===== src/rtl/cpu_req_sequencer_if.sv =====
`default_nettype none
// ============================================================================
// cpu_req_if / cpu_bus_if: request/response and sdram_ctrl CPU-port bundles
// Rev 1.0 - initial release
// ============================================================================

interface cpu_req_if #(
  parameter int AW = 26
);
  logic          req_valid;
  logic          req_ready;
  logic [AW:1]   req_addr;
  logic          req_long;
  logic          req_we;
  logic          req_fetch;
  logic [3:0]    req_be;
  logic [31:0]   req_wdata;
  logic          rsp_valid;
  logic          rsp_err;
  logic [31:0]   rsp_rdata;

  modport master (
    output req_valid, req_addr, req_long, req_we, req_fetch, req_be, req_wdata,
    input  req_ready, rsp_valid, rsp_err, rsp_rdata
  );

  modport slave (
    input  req_valid, req_addr, req_long, req_we, req_fetch, req_be, req_wdata,
    output req_ready, rsp_valid, rsp_err, rsp_rdata
  );
endinterface

interface cpu_bus_if #(
  parameter int AW = 26
);
  logic [AW:1]   cpuAddr;
  logic [3:0]    cpustate;
  logic          cpuL;
  logic          cpuU;
  logic [15:0]   cpuWR;
  logic [15:0]   cpuRD;
  logic          enaWRreg;
  logic          cpuena;

  modport master (
    output cpuAddr, cpustate, cpuL, cpuU, cpuWR,
    input  cpuRD, enaWRreg, cpuena
  );

  modport slave (
    input  cpuAddr, cpustate, cpuL, cpuU, cpuWR,
    output cpuRD, enaWRreg, cpuena
  );
endinterface

`default_nettype wire


===== src/rtl/cpu_req_sequencer.sv =====
`default_nettype none
// ============================================================================
// cpu_req_sequencer: splits 16/32-bit CPU requests into sdram_ctrl word accesses
// Rev 1.0 - initial release
// ============================================================================

module cpu_req_sequencer #(
  parameter int addr_prefix_bits = 1,
  parameter int addr_max_bits    = 26,
  parameter int TIMEOUT          = 1024
) (
  input  logic      clk_114,
  input  logic      reset_n,
  cpu_req_if.slave  req,
  cpu_bus_if.master bus
);

  localparam int              AW       = addr_max_bits + addr_prefix_bits - 1;
  localparam int              TW       = $clog2(TIMEOUT);
  localparam logic [TW-1:0]   TMO_LAST = TW'(TIMEOUT - 1);
  localparam logic [AW:1]     ADDR_INC = AW'(1);

  typedef enum logic [2:0] {
    IDLE = 3'd0,
    W0   = 3'd1,
    GAP  = 3'd2,
    W1   = 3'd3,
    RESP = 3'd4
  } state_t;

  state_t         state_q, state_d;
  logic           init_q, init_d;
  logic [AW:1]    addr_q, addr_d;
  logic           long_q, long_d;
  logic           we_q, we_d;
  logic           fetch_q, fetch_d;
  logic [3:0]     be_q, be_d;
  logic [31:0]    wdata_q, wdata_d;
  logic [31:0]    rdata_q, rdata_d;
  logic           err_q, err_d;
  logic [TW-1:0]  tmo_q, tmo_d;

  logic           in_word;
  logic           hi_word;
  logic [1:0]     be_word;
  logic [1:0]     op;
  logic           word_done;

  always_ff @(posedge clk_114 or negedge reset_n) begin
    if (!reset_n) begin
      state_q <= IDLE;
      init_q  <= 1'b0;
      addr_q  <= '0;
      long_q  <= 1'b0;
      we_q    <= 1'b0;
      fetch_q <= 1'b0;
      be_q    <= '0;
      wdata_q <= '0;
      rdata_q <= '0;
      err_q   <= 1'b0;
      tmo_q   <= '0;
    end else begin
      state_q <= state_d;
      init_q  <= init_d;
      addr_q  <= addr_d;
      long_q  <= long_d;
      we_q    <= we_d;
      fetch_q <= fetch_d;
      be_q    <= be_d;
      wdata_q <= wdata_d;
      rdata_q <= rdata_d;
      err_q   <= err_d;
      tmo_q   <= tmo_d;
    end
  end

  // The high half of a longword always travels first (big-endian).
  always_comb begin
    in_word   = (state_q == W0) || (state_q == W1);
    hi_word   = (state_q == W0) && long_q;
    be_word   = hi_word ? be_q[3:2] : be_q[1:0];
    op        = we_q ? 2'b11 : (fetch_q ? 2'b00 : 2'b10);
    word_done = in_word && bus.enaWRreg && bus.cpuena;
  end

  always_comb begin
    state_d = state_q;
    init_d  = 1'b1;
    addr_d  = addr_q;
    long_d  = long_q;
    we_d    = we_q;
    fetch_d = fetch_q;
    be_d    = be_q;
    wdata_d = wdata_q;
    rdata_d = rdata_q;
    err_d   = err_q;
    tmo_d   = tmo_q;

    case (state_q)
      IDLE: begin
        if (req.req_valid && init_q) begin
          addr_d  = req.req_addr;
          long_d  = req.req_long;
          we_d    = req.req_we;
          fetch_d = req.req_fetch;
          be_d    = req.req_be;
          wdata_d = req.req_wdata;
          rdata_d = '0;
          err_d   = 1'b0;
          tmo_d   = '0;
          if (req.req_we && (req.req_long ? (req.req_be == 4'b0000)
                                          : (req.req_be[1:0] == 2'b00))) begin
            state_d = RESP;
          end else if (req.req_we && req.req_long && (req.req_be[3:2] == 2'b00)) begin
            state_d = W1;
          end else begin
            state_d = W0;
          end
        end
      end
      W0, W1: begin
        tmo_d = tmo_q + TW'(1);
        // A late acknowledge in the final timeout cycle still counts as success.
        if (word_done) begin
          tmo_d = '0;
          if (!we_q) begin
            if (hi_word) rdata_d[31:16] = bus.cpuRD;
            else         rdata_d[15:0]  = bus.cpuRD;
          end
          if (hi_word && (!we_q || (be_q[1:0] != 2'b00))) state_d = GAP;
          else                                            state_d = RESP;
        end else if (tmo_q == TMO_LAST) begin
          state_d = RESP;
          err_d   = 1'b1;
          rdata_d = '0;
          tmo_d   = '0;
        end
      end
      GAP: begin
        tmo_d   = '0;
        state_d = W1;
      end
      RESP: begin
        state_d = IDLE;
      end
      default: begin
        state_d = IDLE;
      end
    endcase
  end

  assign req.req_ready = init_q && (state_q == IDLE);
  assign req.rsp_valid = (state_q == RESP);
  assign req.rsp_err   = (state_q == RESP) && err_q;
  assign req.rsp_rdata = rdata_q;

  // Reads drive both strobes regardless of the requested enables.
  assign bus.cpuAddr  = (state_q == W1) ? addr_q + ADDR_INC : addr_q;
  assign bus.cpustate = in_word ? {long_q, 1'b0, op} : 4'b0101;
  assign bus.cpuU     = in_word ? (we_q ? ~be_word[1] : 1'b0) : 1'b1;
  assign bus.cpuL     = in_word ? (we_q ? ~be_word[0] : 1'b0) : 1'b1;
  assign bus.cpuWR    = hi_word ? wdata_q[31:16] : wdata_q[15:0];

endmodule

`default_nettype wire


===== src/flat_wrapper.sv =====
// flat-port wrapper written by rule: the top's interface ports become plain ports
module cpu_req_sequencer_flat 
#(
  parameter int addr_prefix_bits = 1,
  parameter int addr_max_bits    = 26,
  parameter int TIMEOUT          = 1024
)
  (clk_114, reset_n, req_req_valid, req_req_addr, req_req_long, req_req_we, req_req_fetch, req_req_be, req_req_wdata, req_req_ready, req_rsp_valid, req_rsp_err, req_rsp_rdata, bus_cpuAddr, bus_cpustate, bus_cpuL, bus_cpuU, bus_cpuWR, bus_cpuRD, bus_enaWRreg, bus_cpuena);
  cpu_req_if #(.AW((26))) req_i ();
  cpu_bus_if #(.AW((26))) bus_i ();
  input  logic clk_114;
  input  logic reset_n;
  input wire logic [$bits(req_i.req_valid)-1:0] req_req_valid;
  input wire logic [$bits(req_i.req_addr)-1:0] req_req_addr;
  input wire logic [$bits(req_i.req_long)-1:0] req_req_long;
  input wire logic [$bits(req_i.req_we)-1:0] req_req_we;
  input wire logic [$bits(req_i.req_fetch)-1:0] req_req_fetch;
  input wire logic [$bits(req_i.req_be)-1:0] req_req_be;
  input wire logic [$bits(req_i.req_wdata)-1:0] req_req_wdata;
  output wire logic [$bits(req_i.req_ready)-1:0] req_req_ready;
  output wire logic [$bits(req_i.rsp_valid)-1:0] req_rsp_valid;
  output wire logic [$bits(req_i.rsp_err)-1:0] req_rsp_err;
  output wire logic [$bits(req_i.rsp_rdata)-1:0] req_rsp_rdata;
  output wire logic [$bits(bus_i.cpuAddr)-1:0] bus_cpuAddr;
  output wire logic [$bits(bus_i.cpustate)-1:0] bus_cpustate;
  output wire logic [$bits(bus_i.cpuL)-1:0] bus_cpuL;
  output wire logic [$bits(bus_i.cpuU)-1:0] bus_cpuU;
  output wire logic [$bits(bus_i.cpuWR)-1:0] bus_cpuWR;
  input wire logic [$bits(bus_i.cpuRD)-1:0] bus_cpuRD;
  input wire logic [$bits(bus_i.enaWRreg)-1:0] bus_enaWRreg;
  input wire logic [$bits(bus_i.cpuena)-1:0] bus_cpuena;
  assign req_i.req_valid = req_req_valid;
  assign req_i.req_addr = req_req_addr;
  assign req_i.req_long = req_req_long;
  assign req_i.req_we = req_req_we;
  assign req_i.req_fetch = req_req_fetch;
  assign req_i.req_be = req_req_be;
  assign req_i.req_wdata = req_req_wdata;
  assign req_req_ready = req_i.req_ready;
  assign req_rsp_valid = req_i.rsp_valid;
  assign req_rsp_err = req_i.rsp_err;
  assign req_rsp_rdata = req_i.rsp_rdata;
  assign bus_cpuAddr = bus_i.cpuAddr;
  assign bus_cpustate = bus_i.cpustate;
  assign bus_cpuL = bus_i.cpuL;
  assign bus_cpuU = bus_i.cpuU;
  assign bus_cpuWR = bus_i.cpuWR;
  assign bus_i.cpuRD = bus_cpuRD;
  assign bus_i.enaWRreg = bus_enaWRreg;
  assign bus_i.cpuena = bus_cpuena;
  cpu_req_sequencer #(.addr_prefix_bits(addr_prefix_bits), .addr_max_bits(addr_max_bits), .TIMEOUT(TIMEOUT)) u_core (.clk_114(clk_114), .reset_n(reset_n), .req(req_i), .bus(bus_i));
endmodule

===== config.mk =====
export PLATFORM = sky130hd
export DESIGN_NAME = cpu_req_sequencer_flat
export DESIGN_NICKNAME = d
export VERILOG_FILES = /design/src/rtl/cpu_req_sequencer_if.sv /design/src/rtl/cpu_req_sequencer.sv /design/src/flat_wrapper.sv
export SDC_FILE = /design/constraint.sdc
export NUM_CORES = 1
export LEC_CHECK = 0
export ABC_CLOCK_PERIOD_IN_PS = 2400
export BUFFER_PORTS_ARGS = -buffer_cell sky130_fd_sc_hd__buf_2
export CORE_UTILIZATION = 46
export DETAILED_ROUTE_END_ITERATION = 8
export HOLD_SLACK_MARGIN = 0.15
export MAX_ROUTING_LAYER = met4
export PLACE_DENSITY = 0.84
export RECOVER_POWER = 50
export REMOVE_ABC_BUFFERS = 1
export SLEW_MARGIN = 20
export SYNTH_ARGS = -nofsm -noshare
export SYNTH_HDL_FRONTEND = slang
export SYNTH_SLANG_ARGS = --single-unit
export TNS_END_PERCENT = 10

===== constraint.sdc =====
create_clock -name clk_114 -period 2.4 [get_ports clk_114]
set_clock_uncertainty 0.2 [all_clocks]
set_input_delay 0.6 -clock clk_114 [delete_from_list [all_inputs] [get_ports clk_114]]
set_output_delay 0.6 -clock clk_114 [all_outputs]
set_load 0.02 [all_outputs]

### Yosys cells after proc, flatten, opt, wreduce, memory -nomap -nowiden

Cells that the tools add are included.
W data, S select, Z words.

* add/subtract/negate cells: 2
* equal/unequal tests: 12
* multiplexer cells: 33
* bitwise logic cells: 2
* reduce and logical (&&, ||, !) cells: 27

Operators with widths (count)
* $mux W32: 4
* $pmux W32 S2: 1
* $mux W16: 3
* $mux W10: 3
* $pmux W10 S3: 1
* $add A26 B1 Y26 const B: 1
* $mux W26: 1
* $mux W3: 5
* $add A10 B1 Y10 const B: 1
* $eq A10 B10 Y1 const B: 1
* $logic_and A1 B1 Y1: 10
* $reduce_and A5 Y1: 2
* $pmux W3 S3: 1
* $mux W1: 8
* $mux W2: 4
* $eq A3 B2 Y1 const B: 2
* $ne A3 B3 Y1 const B: 2
* $reduce_and A2 Y1: 3
* $logic_not A2 Y1: 2
* $logic_not A4 Y1: 1
* $mux W4: 1
* $ne A2 B1 Y1 const B: 2
* $reduce_and A4 Y1: 1
* $reduce_bool A2 Y1: 2
* 12 further kinds: 14

* flip-flop bits (word level): 112
* output and inout bits: 83
* word-level logic and storage cells: 88

### Depth between registers and ports, before layout

Gate-level depths: netlist of the first run.

* word-level depth: 6
* mapped depth: 8

### Worst setup path before layout of the first run

Ideal clock, no wire load.

* kind: register -> output
* start point: reg u_core.state_q[2]
* end point: out bus_cpuAddr[15]
* arrival time: 1.866 ns
* required time: 1.600 ns
* setup slack: -0.266 ns
* stages on the path, launching flop included: 6
* buffers on the path: 1
* cell sequence: dfrtp_1 buf_4 nand4b_4 nor4_2 nand4_1 xnor2_1

* longest elaborated chain between the ends: 2

Ends and longest elaborated chain
* start, declared: line cpu_req_sequencer.sv:31 `state_t state_q, state_d;`
* start signal, assigned: line cpu_req_sequencer.sv:63 `state_q <= state_d;`
* $eq A3 B2 Y1: line cpu_req_sequencer.sv:158 `assign bus.cpuAddr = (state_q == W1) ? addr_q + ADDR_INC : addr_q;`
* $mux W26: line cpu_req_sequencer.sv:158
* end, declared: line flat_wrapper.sv:24 `output wire logic [$bits(bus_i.cpuAddr)-1:0] bus_cpuAddr;`

Every way passes these cells.

### Worst setup path in the final report of the first run

* start point: reg u_core.state_q[2]
* end point: out bus_cpuAddr[7]

Same word-level chain as after synthesis.

==> results of run 1 <==
==> area by class of cell <==
class / instances / area share [%]
tap: 143 / 2.50
clock buffer: 9 / 3.14
clock inverter: 6 / 1.62
timing repair buffer: 205 / 17.0
multi-input combinational: 290 / 35.4
inverter: 24 / 1.26
sequential: 112 / 39.1
==> worst max-delay path by stage <==
stage,slack (ns),cells after the start,endpoint,start
floorplan,-2.02,3,u_core.addr_q[10]$_DFFE_PN0P_,u_core.state_q[1]$_DFFE_PN0P_
global placement,0.007,4,bus_cpuL,u_core.state_q[1]$_DFFE_PN0P_
detailed placement,-0.08,4,u_core.req.rsp_rdata[18]$_DFFE_PN0P_,u_core.state_q[1]$_DFFE_PN0P_
CTS,-0.35,7,bus_cpuAddr[12],u_core.addr_q[2]$_DFFE_PN0P_
global route,-0.46,8,bus_cpuAddr[12],u_core.addr_q[2]$_DFFE_PN0P_
finish,-0.34,6,bus_cpuAddr[7],u_core.state_q[2]$_DFFE_PN0P_
==> what timing repair did <==
item                                   in CTS  in global routing
pin swaps                                   5                  8
endpoints found under the hold margin      35                  0
resized for setup                          34                 42
gates cloned                                1                  1
hold buffers                                1                  0
setup endpoints to repair                  65                 62
setup buffers                               4                  3
==> power groups by stage <==
stage	sequential, mW	combinational, mW	clock, mW
floorplan	3.22	2.69	0
finish	3.18	4.76	1.71
detailed placement	3.16	4.26	0
global placement	3.09	4.15	0
CTS	3.13	4.52	1.76
global route	3.27	5.07	1.83
==> placed cells by master, fill, tap and decap left out, types with 4 or more instances in the layout <==
cell	instances
mux2_4	4
xnor2_1	18
nor2_1	6
clkbuf_1	33
nand2_1	34
mux2_2	79
xor2_1	5
buf_4	48
and3_1	7
buf_6	9
o21ai_0	7
inv_1	23
a22o_1	16
and2_1	5
buf_2	107
clkbuf_16	9
a31oi_1	7
or3_1	6
nand3_1	11
nand4_1	9
a21oi_1	7
mux2i_1	16
dfrtp_1	111
and4_1	5
==> sequential cells by signal, summed over array words and instances (netlist names) <==
register and cells:
u_core.tmo_q 10, u_core.long_q 1, u_core.addr_q 26, u_core.wdata_q 32, u_core.err_q 1, u_core.we_q 1, u_core.be_q 4, u_core.init_q 1
u_core.fetch_q 1, u_core.req.rsp_rdata 32, u_core.state_q 3
==> routing by layer <==
| metal | vias to the layer above | track usage, % | routed length (microns) |
|---|---|---|---|
| li1 | 1979 | - | - |
| met1 | 2155 | 27.6 | 5460 |
| met2 | 160 | 38.8 | 6890 |
| met3 | 30 | 3.83 | 636 |
| met4 | 0 | 10.5 | 375 |
| met5 | - | - | 0 |
==> cells by family after synthesis <==
logic type      synth area share [%]
flops                           51.6
simple gates                    12.0
mux                             20.2
compound gates                  7.00
buf+inv                         4.47
xor+xnor                        4.19
fa+ha+maj                      0.461
other cells                   0.0691
==> metrics by stage <==
stage | cell area [sq um] | util, % | worst slack (ns) | power [mW]
after floorplan | 5280 | - | -2.02 | 5.92
after CTS | 7040 | 61.4 | -0.347 | 9.41
after global routing | 7170 | 62.5 | -0.460 | 10.2
after global placement | 6550 | 57.1 | 0.00663 | 7.24
final | 7170 | 62.5 | -0.344 | 9.65
after detailed placement | 6550 | 57.1 | -0.0774 | 7.42
==> critical path: stages, from the launching register on <==
cell	delay (ns)
dfrtp_1	0.41
nand4b_4	0.24
buf_4	0.20
nor3_4	0.20
and3_4	0.20
xor2_1	0.17
buf_4	0.17
==> impl_metrics.json, run 1 <==
{
  "p_seq_share_pct": 33.0,
  "die_h_microns": 111,
  "syn_to_final_growth_pct": 32.1,
  "finalCritPeriodShare_pct": 114,
  "outcome": "finished, violations left",
  "finalHoldViolations": 0,
  "grt_max_degree": 43,
  "die_w_microns": 111,
  "yosysTopAreaCell": "dfrtp_1",
  "vdd_drop_max_mv": 0.815,
  "synth-seq-area-share_pct": 51.6,
  "final_nets": 730,
  "grt_first_pass_wirelength_mm": 22.1,
  "drive_above_1_share_pct": 46.6,
  "whs_endpoint": "u_core.wdata_q[5]$_DFFE_PN0P_",
  "yosysMostFrequentCell": "dfrtp_1",
  "cts_buffers": 9,
  "worstReg2RegStart": "u_core.state_q[1]$_DFFE_PN0P_",
  "port_buffers": 168,
  "cp_data_arrival_time_ns": 1.94,
  "clkSlewWorstSetupHoldPaths_ns": 0.07,
  "fp.coreArea_sq_mm": 0.0115,
  "synth-seq-cells": 112,
  "endpoint_kind": "output pin",
  "drv_slew": 0,
  "combPwrFrac_pct": 49.3,
  "synth_common_cells": "dfrtp_1, mux2_2, nand2_1",
  "via_per_inst": 5.48,
  "power.switching_mw": 3.73,
  "antenna_found_initial": 0,
  "final_cells": 789,
  "fill_cells": 877,
  "clockBufferDepth": 2,
  "clockRootBuffer": "clkbuf_16",
  "rr_worst_depth": 6,
  "yosysTopAreaCellShare_pct": 51.6,
  "worstHoldPathType": "input pin to flip-flop",
  "ios": 169,
  "synth_edf_count": 0,
  "hold_depth": 2,
  "register_area_sq_mm": 0.00280,
  "die_area_sq_mm": 0.0122,
  "violations": "negative setup slack",
  "power.density_mw_per_mm2": 1350,
  "num_vias": 4324,
  "cap_violations": 0,
  "avgSynthCellArea_sq_um": 12.1,
  "finalSetupViolations": 49,
  "place.gp.congestion": 0.845,
  "ys.flop_type": "dfrtp_1",
  "intPower_mw": 5.92,
  "whs_ns": 0.278,
  "path_max_fanout": 4,
  "tns_ns": -11.50,
  "required_ns": 1.60,
  "async_flop_share_pct": 100,
  "dp_hpwl_mm": 9.62,
  "syn-cell-area_sq_mm": 0.00543,
  "cp-start-kind": "flip-flop",
  "regToRegSetupSlack_ns": 0.09,
  "rsz0062_at_grt": "yes",
  "track_usage_pct": 23.2,
  "grt-ovfl-total": 0,
  "grt_pass1_vias": 4564,
  "syn_inst": 449,
  "place_inst": 764,
  "clock.fmax_mhz": 364,
  "detail-route-antenna-nets": 0,
  "initial_core_util_pct": 47.4,
  "ys_top_cells_by_area": "dfrtp_1, mux2_2, xnor2_1",
  "p_clk_share_pct": 17.7,
  "p_leak_nw": 3.30,
  "period_needed_ns": 2.74,
  "avgRoutedWirePerCell_microns": 16.9,
  "multi_input_area_sq_mm": 0.00254,
  "path_class": "flip-flop to output pin",
  "post-route-drc-count": 0,
  "worst_pin_slew_ns": 1.02,
  "cts_tree": "yes",
  "worst_slack_ns": -0.344,
  "clkLatencyLatePin_ns": 0.35,
  "rr_endpoint": "u_core.addr_q[6]$_DFFE_PN0P_",
  "relSlewSlack_pct": 32.2,
  "switching_share_pct": 38.7,
  "min-delay-start": "req_req_wdata[5]",
  "num_rows": 39,
  "h-tree-depth": 3,
  "synth_cell_types": 52,
  "antennaDiodeCount": 0,
  "firstDrtPassIters": 4,
  "synth_warnings": 0,
  "cts.sink_count": 112,
  "dr.first_iter.drc_count": 243,
  "drt-total-wl_mm": 13.4
}
Power figures use the tool's default switching activity.
==> run 2, diff against run 1 <==
- CORE_MARGIN: not set -> 2
==> run 2 against run 1 <==
  * The flow still finishes with violations (negative setup slack)
  * Via count down 2.0%
  * Highest routed layer unchanged
  * Total power down 0.93%
  * Largest cell class unchanged
  * Critical path type unchanged
  * Critical endpoint is now bus_cpuAddr[10]
  * Final cell count unchanged
==> impl_metrics.json, run 2 (synthesis gave the netlist of run 1 again) <==
{
  "outcome": "finished, violations left",
  "violations": "negative setup slack",
  "cp.buffers_inverters": 3,
  "total_power_mw": 9.56,
  "path_max_fanout": 4,
  "num_vias": 4237,
  "rsz0062_at_grt": "yes",
  "cp-start-kind": "flip-flop",
  "track_usage_pct": 22.1,
  "finalSetupViolations": 43,
  "cts_buffers": 9,
  "mostFrequentLayoutCells": "buf_2, dfrtp_1, mux2_2",
  "firstDrtPassIters": 4,
  "clock.fmax_mhz": 364,
  "finalCritPeriodShare_pct": 115,
  "place.gp.congestion": 0.937,
  "design_area_sq_mm": 0.00714,
  "critPathMaxStageDelay_ns": 0.39,
  "cts_tree": "yes",
  "worstHoldPathType": "input pin to flip-flop",
  "die_area_sq_mm": 0.0127,
  "port_buffers": 168,
  "cap_violations": 0,
  "finalHoldViolations": 0,
  "grt_use_met3_pct": 5.08,
  "grt_max_degree": 65,
  "clockBufferDepth": 2,
  "grt_use_met2_pct": 36.2,
  "worst_slack_ns": -0.348,
  "drive_above_1_share_pct": 49.1,
  "detail-route-antenna-nets": 0,
  "p_leak_nw": 3.34,
  "period_needed_ns": 2.75,
  "antenna_found_initial": 1,
  "cp_data_arrival_time_ns": 1.95,
  "drv_slew": 0,
  "placed_cell_area_sq_mm": 0.00657,
  "dr.first_iter.drc_count": 201,
  "clockRootBuffer": "clkbuf_16",
  "syn_to_final_growth_pct": 31.5,
  "ios": 169,
  "worst_pin_slew_ns": 1.15,
  "post-route-drc-count": 0,
  "whs_ns": 0.268,
  "endpoint_kind": "output pin",
  "power.density_mw_per_mm2": 1340,
  "crit_chain": "ha_2, inv_2, nor4_4, buf_2, nand2_1, xnor2_2, buf_4",
  "avgRoutedWirePerCell_microns": 17.1,
  "cts.sink_count": 112,
  "path_class": "flip-flop to output pin",
  "relSlewSlack_pct": 23.3,
  "top_usage_layer": "met2",
  "clkLatencyLatePin_ns": 0.36,
  "die_h_microns": 113,
  "required_ns": 1.60,
  "grt_pass1_vias": 4444,
  "final_common_cell": "buf_2",
  "drt-total-wl_mm": 13.5,
  "num_rows": 39,
  "h-tree-depth": 3,
  "grt_first_pass_wirelength_mm": 21.9,
  "initial_core_util_pct": 47.4,
  "final_cells": 789,
  "final_nets": 727,
  "place_inst": 763,
  "via_per_inst": 5.37,
  "cpMaxStageDelayCell": "dfrtp_1",
  "dp_hpwl_mm": 9.82,
  "fp.coreArea_sq_mm": 0.0115,
  "cp_top_family": "buffers and inverters",
  "clkSlewWorstSetupHoldPaths_ns": 0.07,
  "grt-ovfl-total": 0,
  "grt_use_met1_pct": 27.2,
  "die_w_microns": 113,
  "vdd_drop_max_mv": 0.766,
  "regToRegSetupSlack_ns": 0.10
}
==> run 2: cell count changes in the layout (fill, tap and decap cells not counted), sizes merged <==
cell,delta
clkbuf,-15
clkinv,-1
inv,+3
diode,+2
bufinv,-2
buf,+13
==> run 2: what timing repair did <==
action	in CTS	in global routing
endpoints found under the hold margin	112	0
pin swaps	9	7
cloned	1	1
endpoints found under the setup margin	58	48
setup buffers	4	1
gates resized for setup	51	22
hold buffers	1	0
==> run 2: path summary, 6_finish.rpt <==
path,end,depth (start not counted),start
worst max-delay path,bus_cpuAddr[10],7,u_core.addr_q[2]$_DFFE_PN0P_
worst min-delay path,u_core.addr_q[18]$_DFFE_PN0P_,2,req_req_addr[17]
worst max register to register,u_core.addr_q[4]$_DFFE_PN0P_,6,u_core.state_q[1]$_DFFE_PN0P_
worst min register to register,u_core.req.rsp_rdata[27]$_DFFE_PN0P_,1,u_core.req.rsp_rdata[27]$_DFFE_PN0P_
max in group asynchronous,u_core.wdata_q[4]$_DFFE_PN0P_,3,reset_n
min in group asynchronous,u_core.req.rsp_rdata[14]$_DFFE_PN0P_,3,reset_n
==> run 2: area by class of cell <==
type,instances,area [sq um]
inverter,24,90.1
timing repair buffer,202,1220
clock inverter,6,78.8
clock buffer,10,239
fill,935,4330
sequential,112,2800
tap,143,179
antenna,2,5.00
multi-input combinational,290,2520
==> run 2: worst reg2reg max path: stages (launching register included) <==
cell and delay (ns):
dfrtp_1 0.42, buf_4 0.15, buf_4 0.16, or3_1 0.41, nor2_4 0.20, buf_12 0.26
mux2_2 0.39
==> run 2: layer usage <==
layer	wire (microns)	up-vias
met2	7120	165
met1	5440	2079
met3	699	25
li1	-	1968
met4	276	0
met5	0	-
==> run 2: where the power goes <==
group          internal [mW]  total, mW  switching (mW)
sequential              2.62       3.17           0.550
clock                  0.865       1.60           0.739
combinational           2.29       4.79            2.50
total                   5.77       9.56            3.79
==> run 2: per-stage QoR <==
step | util, % | setup TNS [ns] | setup slack, ns
floorplan | - | -136.47 | -2.02
global placement | 57.3 | -0.0551 | -0.0285
detailed placement | 57.3 | -0.0769 | -0.0497
CTS | 62.0 | -10.26 | -0.328
global route | 62.2 | -13.41 | -0.471
finish | 62.3 | -9.75 | -0.348
